<file path="src/rtl/instrmem_loader.sv">
// ---------------------------------------------------------------------------
// instrmem_loader
//
// Boot-time program loader for the instruction memory. Bytes arriving on a
// valid/ready stream are packed big-endian into 32-bit words (first byte of a
// word lands in [31:24], which is what the fetch side reads at the lowest
// address) and written out with byte strobes, starting at BASE_ADDR and
// advancing one word per write. A short final word is padded with 0x00 in the
// unfilled lanes and those lanes have their strobes cleared.
//
// Ports
//   clk, rst         rising-edge clock, synchronous active-high reset
//   start, len_in    one-cycle load request and image length in bytes
//                    (sampled only while idle)
//   byte_in,
//   byte_valid,
//   byte_ready       input byte stream; a byte moves when valid && ready
//   wr_en            one-cycle instruction memory write strobe
//   wr_addr          word-aligned byte address of the write
//   wr_data          packed word, [31:24] -> wr_addr+0 ... [7:0] -> wr_addr+3
//   wr_strb          byte enables, wr_strb[3] covers wr_data[31:24]
//   busy             load in progress (including the done cycle)
//   done             one-cycle pulse when the load has finished
//   error            last start was rejected (zero or oversized length);
//                    held until the next start or reset
// ---------------------------------------------------------------------------
module instrmem_loader #(
    parameter int unsigned        A_WIDTH   = 32,
    parameter int unsigned        D_WIDTH   = 8,
    parameter logic [A_WIDTH-1:0] BASE_ADDR = 32'hBFC00000,
    parameter int unsigned        MAX_BYTES = 4096
) (
    input  logic               clk,
    input  logic               rst,
    input  logic               start,
    input  logic [A_WIDTH-1:0] len_in,
    input  logic [D_WIDTH-1:0] byte_in,
    input  logic               byte_valid,
    output logic               byte_ready,
    output logic               wr_en,
    output logic [A_WIDTH-1:0] wr_addr,
    output logic [31:0]        wr_data,
    output logic [3:0]         wr_strb,
    output logic               busy,
    output logic               done,
    output logic               error
);

    localparam logic [A_WIDTH-1:0] MAX_LEN   = A_WIDTH'(MAX_BYTES);
    localparam logic [A_WIDTH-1:0] ONE       = A_WIDTH'(1);
    localparam logic [A_WIDTH-1:0] WORD_STEP = A_WIDTH'(4);

    typedef enum logic [1:0] {
        S_IDLE  = 2'd0,
        S_RECV  = 2'd1,
        S_FLUSH = 2'd2,
        S_DONE  = 2'd3
    } state_t;

    // Control state (reset)
    state_t             state_q, state_d;
    logic               ready_q, ready_d;
    logic               busy_q, busy_d;
    logic               done_q, done_d;
    logic               error_q, error_d;
    logic               wr_en_q, wr_en_d;
    logic [A_WIDTH-1:0] wr_addr_q, wr_addr_d;
    logic [31:0]        wr_data_q, wr_data_d;
    logic [3:0]         wr_strb_q, wr_strb_d;

    // Datapath state (initialised on every accepted start, no reset needed)
    logic [A_WIDTH-1:0] len_q, len_d;
    logic [A_WIDTH-1:0] count_q, count_d;
    logic [A_WIDTH-1:0] addr_q, addr_d;
    logic [31:0]        pack_q, pack_d;
    logic [3:0]         mask_q, mask_d;

    // Combinational helpers
    logic               hs;
    logic [1:0]         lane_sel;
    logic [31:0]        pack_next;
    logic [3:0]         mask_next;
    logic               last_byte;
    logic               word_full;

    // Drop a byte into its lane; lane 0 is the most significant byte.
    function automatic logic [31:0] insert_lane(input logic [31:0]        word,
                                                input logic [1:0]         lane,
                                                input logic [D_WIDTH-1:0] b);
        logic [31:0] r;
        r = word;
        case (lane)
            2'd0:    r[31:24] = b;
            2'd1:    r[23:16] = b;
            2'd2:    r[15:8]  = b;
            default: r[7:0]   = b;
        endcase
        return r;
    endfunction

    // Strobe bit for a lane; strobe bit 3 belongs to lane 0.
    function automatic logic [3:0] lane_strobe(input logic [1:0] lane);
        return 4'b1000 >> lane;
    endfunction

    always_comb begin
        // handshake is qualified by the registered ready, so byte_valid never
        // feeds back into byte_ready within a cycle
        hs        = byte_valid && ready_q;
        lane_sel  = count_q[1:0];
        pack_next = insert_lane(pack_q, lane_sel, byte_in);
        mask_next = mask_q | lane_strobe(lane_sel);
        last_byte = ((count_q + ONE) == len_q);
        word_full = (lane_sel == 2'd3);

        state_d   = state_q;
        error_d   = error_q;
        done_d    = 1'b0;
        wr_en_d   = 1'b0;
        wr_addr_d = wr_addr_q;
        wr_data_d = wr_data_q;
        wr_strb_d = wr_strb_q;
        len_d     = len_q;
        count_d   = count_q;
        addr_d    = addr_q;
        pack_d    = pack_q;
        mask_d    = mask_q;

        case (state_q)
            S_IDLE: begin
                if (start) begin
                    if ((len_in == '0) || (len_in > MAX_LEN)) begin
                        error_d = 1'b1;
                    end else begin
                        error_d = 1'b0;
                        len_d   = len_in;
                        count_d = '0;
                        addr_d  = BASE_ADDR;
                        pack_d  = '0;
                        mask_d  = '0;
                        state_d = S_RECV;
                    end
                end
            end

            S_RECV: begin
                if (hs) begin
                    count_d = count_q + ONE;
                    if (word_full || last_byte) begin
                        // emit the completed word next cycle; the pack register
                        // restarts empty so a byte in the write cycle opens
                        // the next word without a bubble
                        wr_en_d   = 1'b1;
                        wr_addr_d = addr_q;
                        wr_data_d = pack_next;
                        wr_strb_d = mask_next;
                        addr_d    = addr_q + WORD_STEP;
                        pack_d    = '0;
                        mask_d    = '0;
                    end else begin
                        pack_d = pack_next;
                        mask_d = mask_next;
                    end
                    if (last_byte) begin
                        state_d = S_FLUSH;
                    end
                end
            end

            S_FLUSH: begin
                // final write is on the bus during this state
                state_d = S_DONE;
                done_d  = 1'b1;
            end

            default: begin
                state_d = S_IDLE;
            end
        endcase

        ready_d = (state_d == S_RECV);
        busy_d  = (state_d != S_IDLE);
    end

    always_ff @(posedge clk) begin
        if (rst) begin
            state_q   <= S_IDLE;
            ready_q   <= 1'b0;
            busy_q    <= 1'b0;
            done_q    <= 1'b0;
            error_q   <= 1'b0;
            wr_en_q   <= 1'b0;
            wr_addr_q <= BASE_ADDR;
            wr_data_q <= '0;
            wr_strb_q <= '0;
        end else begin
            state_q   <= state_d;
            ready_q   <= ready_d;
            busy_q    <= busy_d;
            done_q    <= done_d;
            error_q   <= error_d;
            wr_en_q   <= wr_en_d;
            wr_addr_q <= wr_addr_d;
            wr_data_q <= wr_data_d;
            wr_strb_q <= wr_strb_d;
        end
    end

    always_ff @(posedge clk) begin
        len_q   <= len_d;
        count_q <= count_d;
        addr_q  <= addr_d;
        pack_q  <= pack_d;
        mask_q  <= mask_d;
    end

    assign byte_ready = ready_q;
    assign busy       = busy_q;
    assign done       = done_q;
    assign error      = error_q;
    assign wr_en      = wr_en_q;
    assign wr_addr    = wr_addr_q;
    assign wr_data    = wr_data_q;
    assign wr_strb    = wr_strb_q;

endmodule

</file>
<file path="config.mk">
export PLATFORM = sky130hd
export DESIGN_NAME = instrmem_loader
export DESIGN_NICKNAME = d
export VERILOG_FILES = /design/src/rtl/instrmem_loader.sv
export SDC_FILE = /design/constraint.sdc
export NUM_CORES = 1
export LEC_CHECK = 0
export BUFFER_PORTS_ARGS = -buffer_cell sky130_fd_sc_hd__buf_2
export CAP_MARGIN = 30
export CORE_MARGIN = 1.5
export CORE_UTILIZATION = 63
export DETAILED_ROUTE_END_ITERATION = 7
export GPL_ROUTABILITY_DRIVEN = 0
export PLACE_DENSITY_LB_ADDON = 0.25
export SYNTH_ARGS = -nofsm -noshare
export SYNTH_HDL_FRONTEND = slang
export SYNTH_SLANG_ARGS = --single-unit
</file>
<file path="constraint.sdc">
create_clock -name clk -period 19.2 [get_ports clk]
set_input_delay 2.88 -clock clk [delete_from_list [all_inputs] [get_ports clk]]
set_output_delay 2.88 -clock clk [all_outputs]
set_load 0.005 [all_outputs]
</file>
==> qor.yml, run 1 <==
critical_path:
  r2r_setup_slack_ns: 14.04
  r2r_end: "addr_q[11]"
  r2r-start: "count_q[4]"
  rr_worst_depth: 10
  cp-start-kind: "flip-flop"
  required_ns: 19.38
  cp-startpoint: "count_q[4]"
  crit_type: "reg -> reg"
  cp.arrival_ns: 5.34
  cp_max_fo: 30
  critPathCaptureType: "flip-flop"
clock_network:
  clockBufferDepth: 3
  cts_tree: "built"
  cts_hold_buf: 0
  cts_setup_buffers: 0
  cts_root_buf: "clkbuf_16"
  cts_buffers: 22
  clk_pin_slew_ns: 0.06
  cts_resized: 0
  htree_levels: 1
  clk_latency_ns: 0.52
  cts_sinks: 203
synthesis:
  synth_edf_count: 130
  avgSynthCellArea_um2: 10.7
  async_flop_share_pct: 0
  synth_cell_types: 62
  syn-instance-count: 941
  yosys.area.top_type: "edfxtp_1"
  netlist_area_um2: 10000
  yosysSeqAreaShare_pct: 53.4
  ys_warn_count: 0
  synthFlopType: "edfxtp_1"
  yosys.area.top_type_share_pct: 38.9
  ys_ff_latch: 203
  synthTopCellsByArea: "edfxtp_1 (39%), dfxtp_1 (15%), nor2_1 (4.6%), mux2i_1 (4.3%), xnor2_1 (3.5%)"
global_routing:
  track_usage_pct: 28.5
  grt_max_degree: 82
  antenna_found_initial: 0
  grt_pass1_wl_mm: 37.4
  grt_overflow: 0
  grt_pass1_vias: 7169
timing:
  relSlewSlack_pct: 38.8
  fin_skew_ns: 0.0339
  finalHoldViolations: 0
  drv_slew: 0
  tightestPinTransition_ns: 0.919
  setup_slack_ns: 14.04
  max_freq_ghz: 0.194
  setup_viol_count_final: 0
  finalCritPeriodShare_pct: 26.9
  rsz0062_at_grt: "no"
  fin_tns_setup_ns: 0
  min_period_ns: 5.16
route:
  drt_iter0_drc: 785
  drc: 0
  postRouteAntennaNets: 0
  drt-pass1-iter-count: 5
  routedWlPerCell_um: 18.7
  avgViaCountPerCell: 6.20
  num_vias: 7744
  wirelength_mm: 23.4
hold_path:
  hold_depth: 2
  hold-path-endpoint: "wr_addr[15]"
  min-delay-start: "wr_addr[15]"
  holdCritPathClass: "reg -> reg"
die:
  die_h_um: 129
  io_pins: 117
  start_util_pct: 65.3
  core_um2: 15400
  die_area_um2: 16700
  rows: 45
  die_w_um: 129
power_and_ir_drop:
  ir_worst_vdd_mv: 0.0684
  cellPowerDensity_nw_per_um2: 77.4
  leakagePower_nw: 4.07
  p_total_mw: 0.885
finish:
  finalNonFillerCells: 1249
  num_antenna_cells: 0
  nNetsFinal: 1072
  final_common_cell: "edfxtp_1"
  area_delta_synth_final_pct: 13.9
  final_cell_mix: "edfxtp_1 (130), nor2_1 (124), buf_2 (114), dfxtp_1 (73), nand3_1 (58)"
  drive_gt1_share_pct: 17.0
  final_area_um2: 11400
outcome:
  status: "completed"
placed_design:
  placed_cells: 1209
  dpl-instance-area_um2: 10700
  post-dp-hpwl_mm: 15.6
  dpl_worst_slack_ns: 13.63
  io_buffers: 114
run:
  maxCapViolations: 0
-- worst max-delay path: stages (launching register included) --
cell	delay, ns
edfxtp_1	0.50
nand4_2	0.43
nor4_4	0.82
nand4_1	0.35
xnor2_1	0.23
or4b_1	0.51
or4_4	0.59
o21ai_4	0.27
or2_2	0.55
and2_1	0.21
buf_4	0.36
-- metal layers --
layer  part of all wire (%)  track usage, %  up-vias
met5                      0               0        -
met4                    2.5            8.53        0
met3                    8.5            6.03       55
met2                     45            43.6      372
met1                     44            41.2     3683
li1                       -               -     3634
-- per-stage QoR --
step | util [%] | hold slack [ns]
2_1_floorplan | - | 0.460
3_3_place_gp | 69.1 | 0.450
3_5_place_dp | 69.8 | 0.457
4_1_cts | 74.4 | 0.465
5_1_grt | 74.4 | 0.489
6_report | 74.4 | 0.470
-- power breakdown --
group          leakage (nW)  total, mW  switching [mW]  internal, mW
Combinational          1.79     0.0119         0.00761       0.00433
Sequential             1.92      0.460        0.000106         0.460
Clock                 0.353      0.413           0.172         0.241
-- cell type report --
cell class	instances	area (um^2)
Clock buffer	31	658
Clock inverter	9	60.1
Fill cell	1056	3930
Inverter	10	37.5
Multi-Input combinational cell	660	4340
Sequential cell	203	5370
Tap cell	211	264
Timing Repair Buffer	125	714
-- state kept, by name, summed over array words and instances (netlist names), 2 cells and up --
register  count
pack_q       32
state_q       2
wr_strb       4
wr_addr      30
len_q        32
wr_data      32
count_q      32
mask_q        4
addr_q       30
-- Yosys cell counts, types with 25 or more instances --
cell type	instances
edfxtp_1	130
nor2_1	124
dfxtp_1	73
nand3_1	58
nor3_1	45
mux2i_1	43
clkbuf_1	40
xnor2_1	40
xor2_1	39
a211oi_1	37
nand2_1	34
a21oi_1	32
nand4_1	25
-- cell families after synthesis --
family                   Yosys count  share of synthesized area (%)
AO/OA/AOI/OAI                    126                           8.38
XOR/XNOR                          87                           8.68
adder cells (fa/ha/maj)            6                          0.747
buffers and inverters             79                           3.56
flip-flops                       203                           53.4
multiplexers                      43                           4.28
other                              1                         0.0373
AND/OR/NAND/NOR                  396                           20.9
-- worst max path at each step --
| stage | to | slack, ns |
|---|---|---|
| 2_1_floorplan | addr_q[10] | 10.56 |
| 3_3_place_gp | wr_addr[25] | 13.69 |
| 3_5_place_dp | pack_q[20] | 13.63 |
| 4_1_cts | addr_q[9] | 14.10 |
| 5_1_grt | addr_q[15] | 13.72 |
| 6_report | addr_q[11] | 14.04 |
Note: power is estimated with default switching activity, not from simulation.
==> run 2, diff against run 1 <==
- ABC_AREA: unset -> 1
- CORE_UTILIZATION: 63 -> 59
- clock period: 19.2 -> 4.8 ns (I/O delays scaled with it)
==> qor.yml, run 2 <==
outcome:
  status: "completed"
timing:
  finalCritPeriodShare_pct: 77.8  # +51 points
  finalHoldViolations: 0  # unchanged
  min_period_ns: 3.73  # -1.43 ns
  fin_skew_ns: 0.0187  # -0.0152 ns
  drv_slew: 0  # unchanged
  whs_ns: 0.407  # -0.0624 ns
  rsz0062_at_grt: "no"
  max_freq_ghz: 0.268  # +38%
  tightestPinTransition_ns: 0.948  # +0.0295 ns
  fin_tns_setup_ns: 0  # unchanged
  relSlewSlack_pct: 36.8  # -2.0 points
  setup_viol_count_final: 0  # unchanged
power_and_ir_drop:
  ir_worst_vdd_mv: 0.317  # +360%
  switching_power_mw: 0.738  # +310%
  swShare_pct: 20.6  # +0.32 points
  leakagePower_nw: 4.96  # +22%
  p_int_mw: 2.84  # +300%
  pwr-share-comb_pct: 1.7  # +0.3 points
  cellPowerDensity_nw_per_um2: 299  # +290%
  seqPwrFrac_pct: 51.5  # -0.5 points
  p_clk_share_pct: 46.8  # about the same
synthesis:
  ys_ff_latch: 203  # unchanged
  yosysSeqAreaShare_pct: 50.9  # -2.6 points
  yosys.area.top_type_share_pct: 37.0  # -1.9 points
  synth_cell_types: 44  # -29%
  netlist_area_um2: 10500  # +5.0%
  yosysMostFrequentCell: "nand2_1"
  yosys.area.top_type: "edfxtp_1"
  synthFlopType: "edfxtp_1"
  synth_common_cells: "nand2_1 (328), nor2_1 (209), nand3_1 (144), edfxtp_1 (130), inv_1 (125)"
  synthTopCellsByArea: "edfxtp_1 (37%), dfxtp_1 (14%), nand2_1 (12%), nor2_1 (7.4%), nand3_1 (6.8%)"
  synth_edf_count: 130  # unchanged
  syn-instance-count: 1310  # +39%
  ys_warn_count: 0  # unchanged
  async_flop_share_pct: 0  # unchanged
  avgSynthCellArea_um2: 8.05  # -25%
finish:
  final_area_um2: 12000  # +4.5%
  ff_latch_area_um2: 5370  # unchanged
  fill_cells: 1398  # +32%
  multi_input_area_um2: 4420  # +1.8%
  drive_gt1_share_pct: 16.6  # -0.37 points
  num_antenna_cells: 0  # unchanged
  area_delta_synth_final_pct: 13.3
  nNetsFinal: 1463  # +36%
  final_common_cell: "nand2_1"
  final_cell_mix: "nand2_1 (328), nor2_1 (208), nand3_1 (144), edfxtp_1 (130), inv_1 (125)"
  finalNonFillerCells: 1654  # +32%
critical_path:
  slowest_delay_ns: 0.59  # -0.23 ns
  critical-path-top-delay-family: "simple AND/OR/NAND/NOR gates"
  r2r-start: "count_q[0]"
  crit_chain: "ha_1 > inv_2 > nor2_2 > nand2_2 > nor2_2 > nand2_1 > nand3b_1 > nand2_1 > nor2_1 > nand3_1 > nor2_2 > nand3_2 > nand2_4 > buf_4 > nand3_1 > nand2_1 > nor2_1"
  cp-start-kind: "flip-flop"
  cp.arrival_ns: 4.13  # -1.21 ns
  critPathBufInv: 2  # +1
  cp_max_fo: 46  # +53%
  critPathCaptureType: "flip-flop"
  crit_type: "reg -> reg"
  required_ns: 5.20  # -14.18 ns
  rr_worst_depth: 17  # +7
  r2r_end: "wr_addr[15]"
  r2r_setup_slack_ns: 1.07  # -12.97 ns
  slowest_stage: "ha_1"
run:
  maxCapViolations: 0  # unchanged
global_routing:
  use_met1_pct: 39.5  # -1.8 points
  track_usage_pct: 27.3  # -1.2 points
  grt.busiest_layer: "met2"
  use_met2_pct: 42.0  # -1.6 points
  grt_pass1_vias: 8189  # +14%
  antenna_found_initial: 0  # unchanged
  use_met3_pct: 4.67  # -1.4 points
  grt_pass1_wl_mm: 40.3  # +7.7%
  grt_max_degree: 69  # -16%
  grt_overflow: 0  # unchanged
clock_network:
  clk_latency_ns: 0.51  # about the same
  cts_root_buf: "clkbuf_16"
  clockBufferDepth: 3  # unchanged
  clk_pin_slew_ns: 0.06  # about the same
  cts_resized: 0  # unchanged
  htree_levels: 1  # unchanged
  cts_buffers: 22  # unchanged
  cts_sinks: 203  # unchanged
  cts_setup_buffers: 0  # unchanged
  cts_tree: "built"
  cts_hold_buf: 0  # unchanged
die:
  io_pins: 117  # unchanged
  rows: 48  # +6.7%
  die_h_um: 137  # +5.8%
  core_um2: 17400  # +13%
  start_util_pct: 60.8  # -4.6 points
  die_w_um: 137  # +5.8%
  die_area_um2: 18700  # +12%
route:
  drt_iter0_drc: 911  # +16%
  routedWlPerCell_um: 15.4  # -18%
  num_vias: 9106  # +18%
  drc: 0  # unchanged
  wirelength_mm: 25.5  # +8.9%
  postRouteAntennaNets: 0  # unchanged
  drt-pass1-iter-count: 6  # +1
  avgViaCountPerCell: 5.51  # -11%
hold_path:
  hold_depth: 1  # -1
  min-delay-start: "len_in[21]"
  holdCritPathClass: "in -> reg"
  hold-path-endpoint: "len_q[21]"
placed_design:
  io_buffers: 114  # unchanged
  dpl-instance-area_um2: 11200  # +4.8%
  placed_cells: 1614  # +33%
  post-dp-hpwl_mm: 17.7  # +14%
-- run 2: cell count changes after synthesis, moves of 39 or more --
cell / delta
a21oi_2: +40
mux2i_1: -43
inv_1: +115
xnor2_1: -39
nor2_1: +85
nand3_1: +86
nand2_1: +294
-- run 2: final cells by class --
cell class              count  area share, %
repair buffers            127           5.70
inverters                 130           4.08
multi-input cells         929           37.0
well taps                 225           2.36
clock buffers              32           5.62
clock inverters             8          0.366
flip-flops and latches    203           44.9
-- run 2: how the worst max path moves through the flow --
stage | start | to | slack, ns | depth (start not counted)
after floorplan | len_in[24] | addr_q[10] | 0.30 | 8
final | count_q[0] | wr_addr[15] | 1.07 | 17
after global placement | count_q[0] | wr_addr[15] | 1.21 | 17
after CTS | count_q[0] | wr_addr[15] | 1.08 | 17
after detailed placement | count_q[0] | wr_addr[15] | 1.08 | 17
after global routing | count_q[0] | wr_addr[8] | 0.69 | 17
-- run 2: logic make-up after synthesis --
group,count (synthesis),synth area share (%)
other,1,0.0355
buffers and inverters,179,7.39
flip-flops,203,50.9
XOR/XNOR,6,0.771
AO/OA/AOI/OAI,161,9.23
adder cells (fa/ha/maj),6,0.712
AND/OR/NAND/NOR,754,31.0
-- run 2: per-layer routing --
layer	part of all wire, %	vias up
met5	0	-
li1	-	4512
met4	2.8	0
met3	8.0	55
met2	44	352
met1	45	4187
-- run 2: power by group through the flow --
stage,Clock [mW],Sequential (mW),Combinational (mW)
floorplan,0,1.88,0.0271
global placement,0,1.88,0.0582
detailed placement,0,1.88,0.0599
CTS,1.69,1.84,0.0605
global route,1.75,1.84,0.0671
finish,1.68,1.84,0.0606
-- run 2: worst reg2reg max path, cell delays in order, from the launching register on --
cell      delay [ns]
edfxtp_1        0.47
ha_1            0.59
inv_2           0.15
nor2_2          0.15
nand2_2         0.10
nor2_2          0.22
nand2_1         0.11
nand3b_1        0.10
nand2_1         0.09
nor2_1          0.11
nand3_1         0.11
nor2_2          0.17
nand3_2         0.14
nand2_4         0.45
buf_4           0.41
nand3_1         0.14
nand2_1         0.09
nor2_1          0.05
-- run 2: through the flow --
stage          setup slack (ns)  util [%]  total power [mW]
2_1_floorplan             0.295         -              1.91
3_3_place_gp               1.21      64.6              1.94
3_5_place_dp               1.08      64.7              1.94
4_1_cts                    1.08      68.9              3.60
5_1_grt                   0.690      68.9              3.66
6_report                   1.07      68.9              3.58
==> run 3, diff against run 2 <==
- ABC_AREA: 1 -> 0
- CORE_UTILIZATION: 59 -> 53
- clock period: 4.8 -> 3.05 ns (I/O delays scaled with it)
==> qor.yml, run 3 (same netlist as run 1, synthesis figures left out) <==
outcome:
  status: "finished, violations left"
  violations: "negative setup slack"
power_and_ir_drop:
  pwr-share-comb_pct: 1.4  # -0.3 points
  leakagePower_nw: 5.22  # +5.2%
  cellPowerDensity_nw_per_um2: 425  # +42%
  seqPwrFrac_pct: 50.3  # -1.2 points
  switching_power_mw: 1.16  # +57%
  swShare_pct: 20.1  # -0.53 points
  p_int_mw: 4.60  # +62%
  p_clk_share_pct: 48.3  # +1.5 points
  ir_worst_vdd_mv: 0.421  # +33%
critical_path:
  required_ns: 3.45  # -1.75 ns
  crit_type: "reg -> reg"
  cp-start-kind: "flip-flop"
  cp.arrival_ns: 3.92  # -0.21 ns
  critPathCaptureType: "flip-flop"
  cp_max_fo: 7  # -85%
finish:
  final_area_um2: 13600  # +14%
  final_common_cell: "buf_4"
  drive_gt1_share_pct: 32.9  # +16 points
  area_delta_synth_final_pct: 35.1
  postLayoutCoreUtil_pct: 72.8  # +3.9 points
  final_cell_mix: "buf_4 (141), edfxtp_1 (130), nor2_1 (123), buf_2 (114), dfxtp_1 (73)"
  nNetsFinal: 1245  # -15%
timing:
  finalHoldViolations: 0  # unchanged
  setup_slack_ns: -0.462  # -1.53 ns
  rsz0062_at_grt: "yes"
  min_period_ns: 3.51  # -0.221 ns
  relSlewSlack_pct: 54.8  # +18 points
  fin_skew_ns: 0.0146  # -0.00410 ns
  finalCritPeriodShare_pct: 115  # +37 points
  whs_ns: 0.137  # -0.270 ns
  setup_viol_count_final: 135  # +135
  max_freq_ghz: 0.285  # +6.3%
  tightestPinTransition_ns: 0.673  # -0.275 ns
  drv_slew: 0  # unchanged
route:
  routedWlPerCell_um: 19.7  # +28%
  wl_met2_mm: 13.1  # +16%
  avgViaCountPerCell: 5.96  # +8.3%
  drc: 0  # unchanged
  wirelength_mm: 28.5  # +12%
  drt_iter0_drc: 664  # -27%
  drt-pass1-iter-count: 5  # -1
  num_vias: 8622  # -5.3%
  wl_met3_mm: 2.37  # +15%
  top_layer_used: "met4"
  postRouteAntennaNets: 0  # unchanged
  wl_met1_mm: 12.4  # +8.5%
global_routing:
  antenna_found_initial: 1  # +1
  grt_overflow: 0  # unchanged
  grt_max_degree: 42  # -39%
  grt_pass1_vias: 8113  # -0.93%
  track_usage_pct: 27.4  # +0.068 points
  grt_pass1_wl_mm: 42.8  # +6.3%
placed_design:
  dpl-instance-area_um2: 11800  # +4.9%
  io_buffers: 114  # unchanged
  post-dp-hpwl_mm: 17.6  # -0.63%
die:
  die_h_um: 141  # +2.9%
  rows: 50  # +4.2%
  core_um2: 18600  # +7.4%
  die_area_um2: 19800  # +5.9%
  start_util_pct: 53.9  # -6.9 points
  io_pins: 117  # unchanged
  die_w_um: 141  # +2.9%
clock_network:
  clk_pin_slew_ns: 0.06  # about the same
  cts_sinks: 203  # unchanged
  cts_root_buf: "clkbuf_16"
  cts_tree: "built"
  htree_levels: 1  # unchanged
  clockBufferDepth: 3  # unchanged
  cts_buffers: 22  # unchanged
  clk_latency_ns: 0.51  # about the same
run:
  maxCapViolations: 0  # unchanged
hold_path:
  holdCritPathClass: "in -> reg"
## run 3: changes by cell type in the layout (fill, tap and decap cells not counted), sizes merged, moves of 33 or more
cell / previous run / this run
nor3: 10 / 45
mux2i: 0 / 43
o21ai: 61 / 28
a21oi: 93 / 32
buf: 127 / 292
inv: 131 / 12
a211oi: 1 / 37
xor2: 3 / 39
nand2: 337 / 35
nor2: 224 / 124
xnor2: 1 / 40
nand3: 147 / 60
## run 3: critical path, cell delays in order (launching register included)
cell      delay, ns
edfxtp_1       0.44
buf_4          0.18
nand4_1        0.15
buf_4          0.18
nor3_1         0.24
xnor3_1        0.23
o21ai_0        0.11
a2111o_1       0.40
nor4_4         0.36
buf_4          0.17
and4_4         0.33
buf_6          0.12
buf_6          0.10
buf_16         0.10
nor3_1         0.05
a211oi_1       0.24
## run 3: stage by stage
stage	cells	setup WS [ns]	setup TNS, ns	power [mW]
final	1446	-0.462	-46.01	5.76
after global routing	1445	-0.608	-62.02	5.90
after CTS	1425	-0.339	-31.63	5.79
after detailed placement	1355	-0.531	-49.98	3.03
after global placement	1355	-0.434	-41.88	3.03
after floorplan	942	-0.698	-26.72	2.98
## run 3: layout make-up
type	instances	area (um^2)
Clock buffer	31	657
Sequential cell	203	5370
Timing Repair Buffer	298	2430
Antenna cell	1	2.50
Inverter	10	37.5
Fill cell	1270	5080
Multi-Input combinational cell	660	4680
Tap cell	234	293
Clock inverter	9	105
## run 3: final timing paths
kind	cells past startpoint	start	slack, ns	end
min reg2reg	2	wr_addr[21]	0.47	wr_addr[21]
min	1	len_in[19]	0.14	len_q[19]
max	15	count_q[0]	-0.46	wr_data[15]
max reg2reg	15	count_q[0]	-0.46	wr_data[15]
## run 3: routing by layer
layer,track usage (%),up-vias
li1,-,3989
met1,38.4,4173
met2,43.0,411
met3,5.40,49
met4,8.94,0
met5,0,-
## run 3: repair_timing
action | CTS | global route
hold buffers | 0 | 0
buffers inserted | 21 | 14
gates cloned | 10 | 7
gates resized for setup | 44 | 53
setup endpoints to repair | 135 | 135
pin swaps | 60 | 28
## run 3: power groups by stage
stage / sequential, mW / combinational (mW) / clock, mW
2_1_floorplan: 2.96 / 0.0261 / 0
3_3_place_gp: 2.96 / 0.0778 / 0
3_5_place_dp: 2.96 / 0.0784 / 0
4_1_cts: 2.90 / 0.0790 / 2.82
5_1_grt: 2.89 / 0.0870 / 2.92
6_report: 2.90 / 0.0813 / 2.79
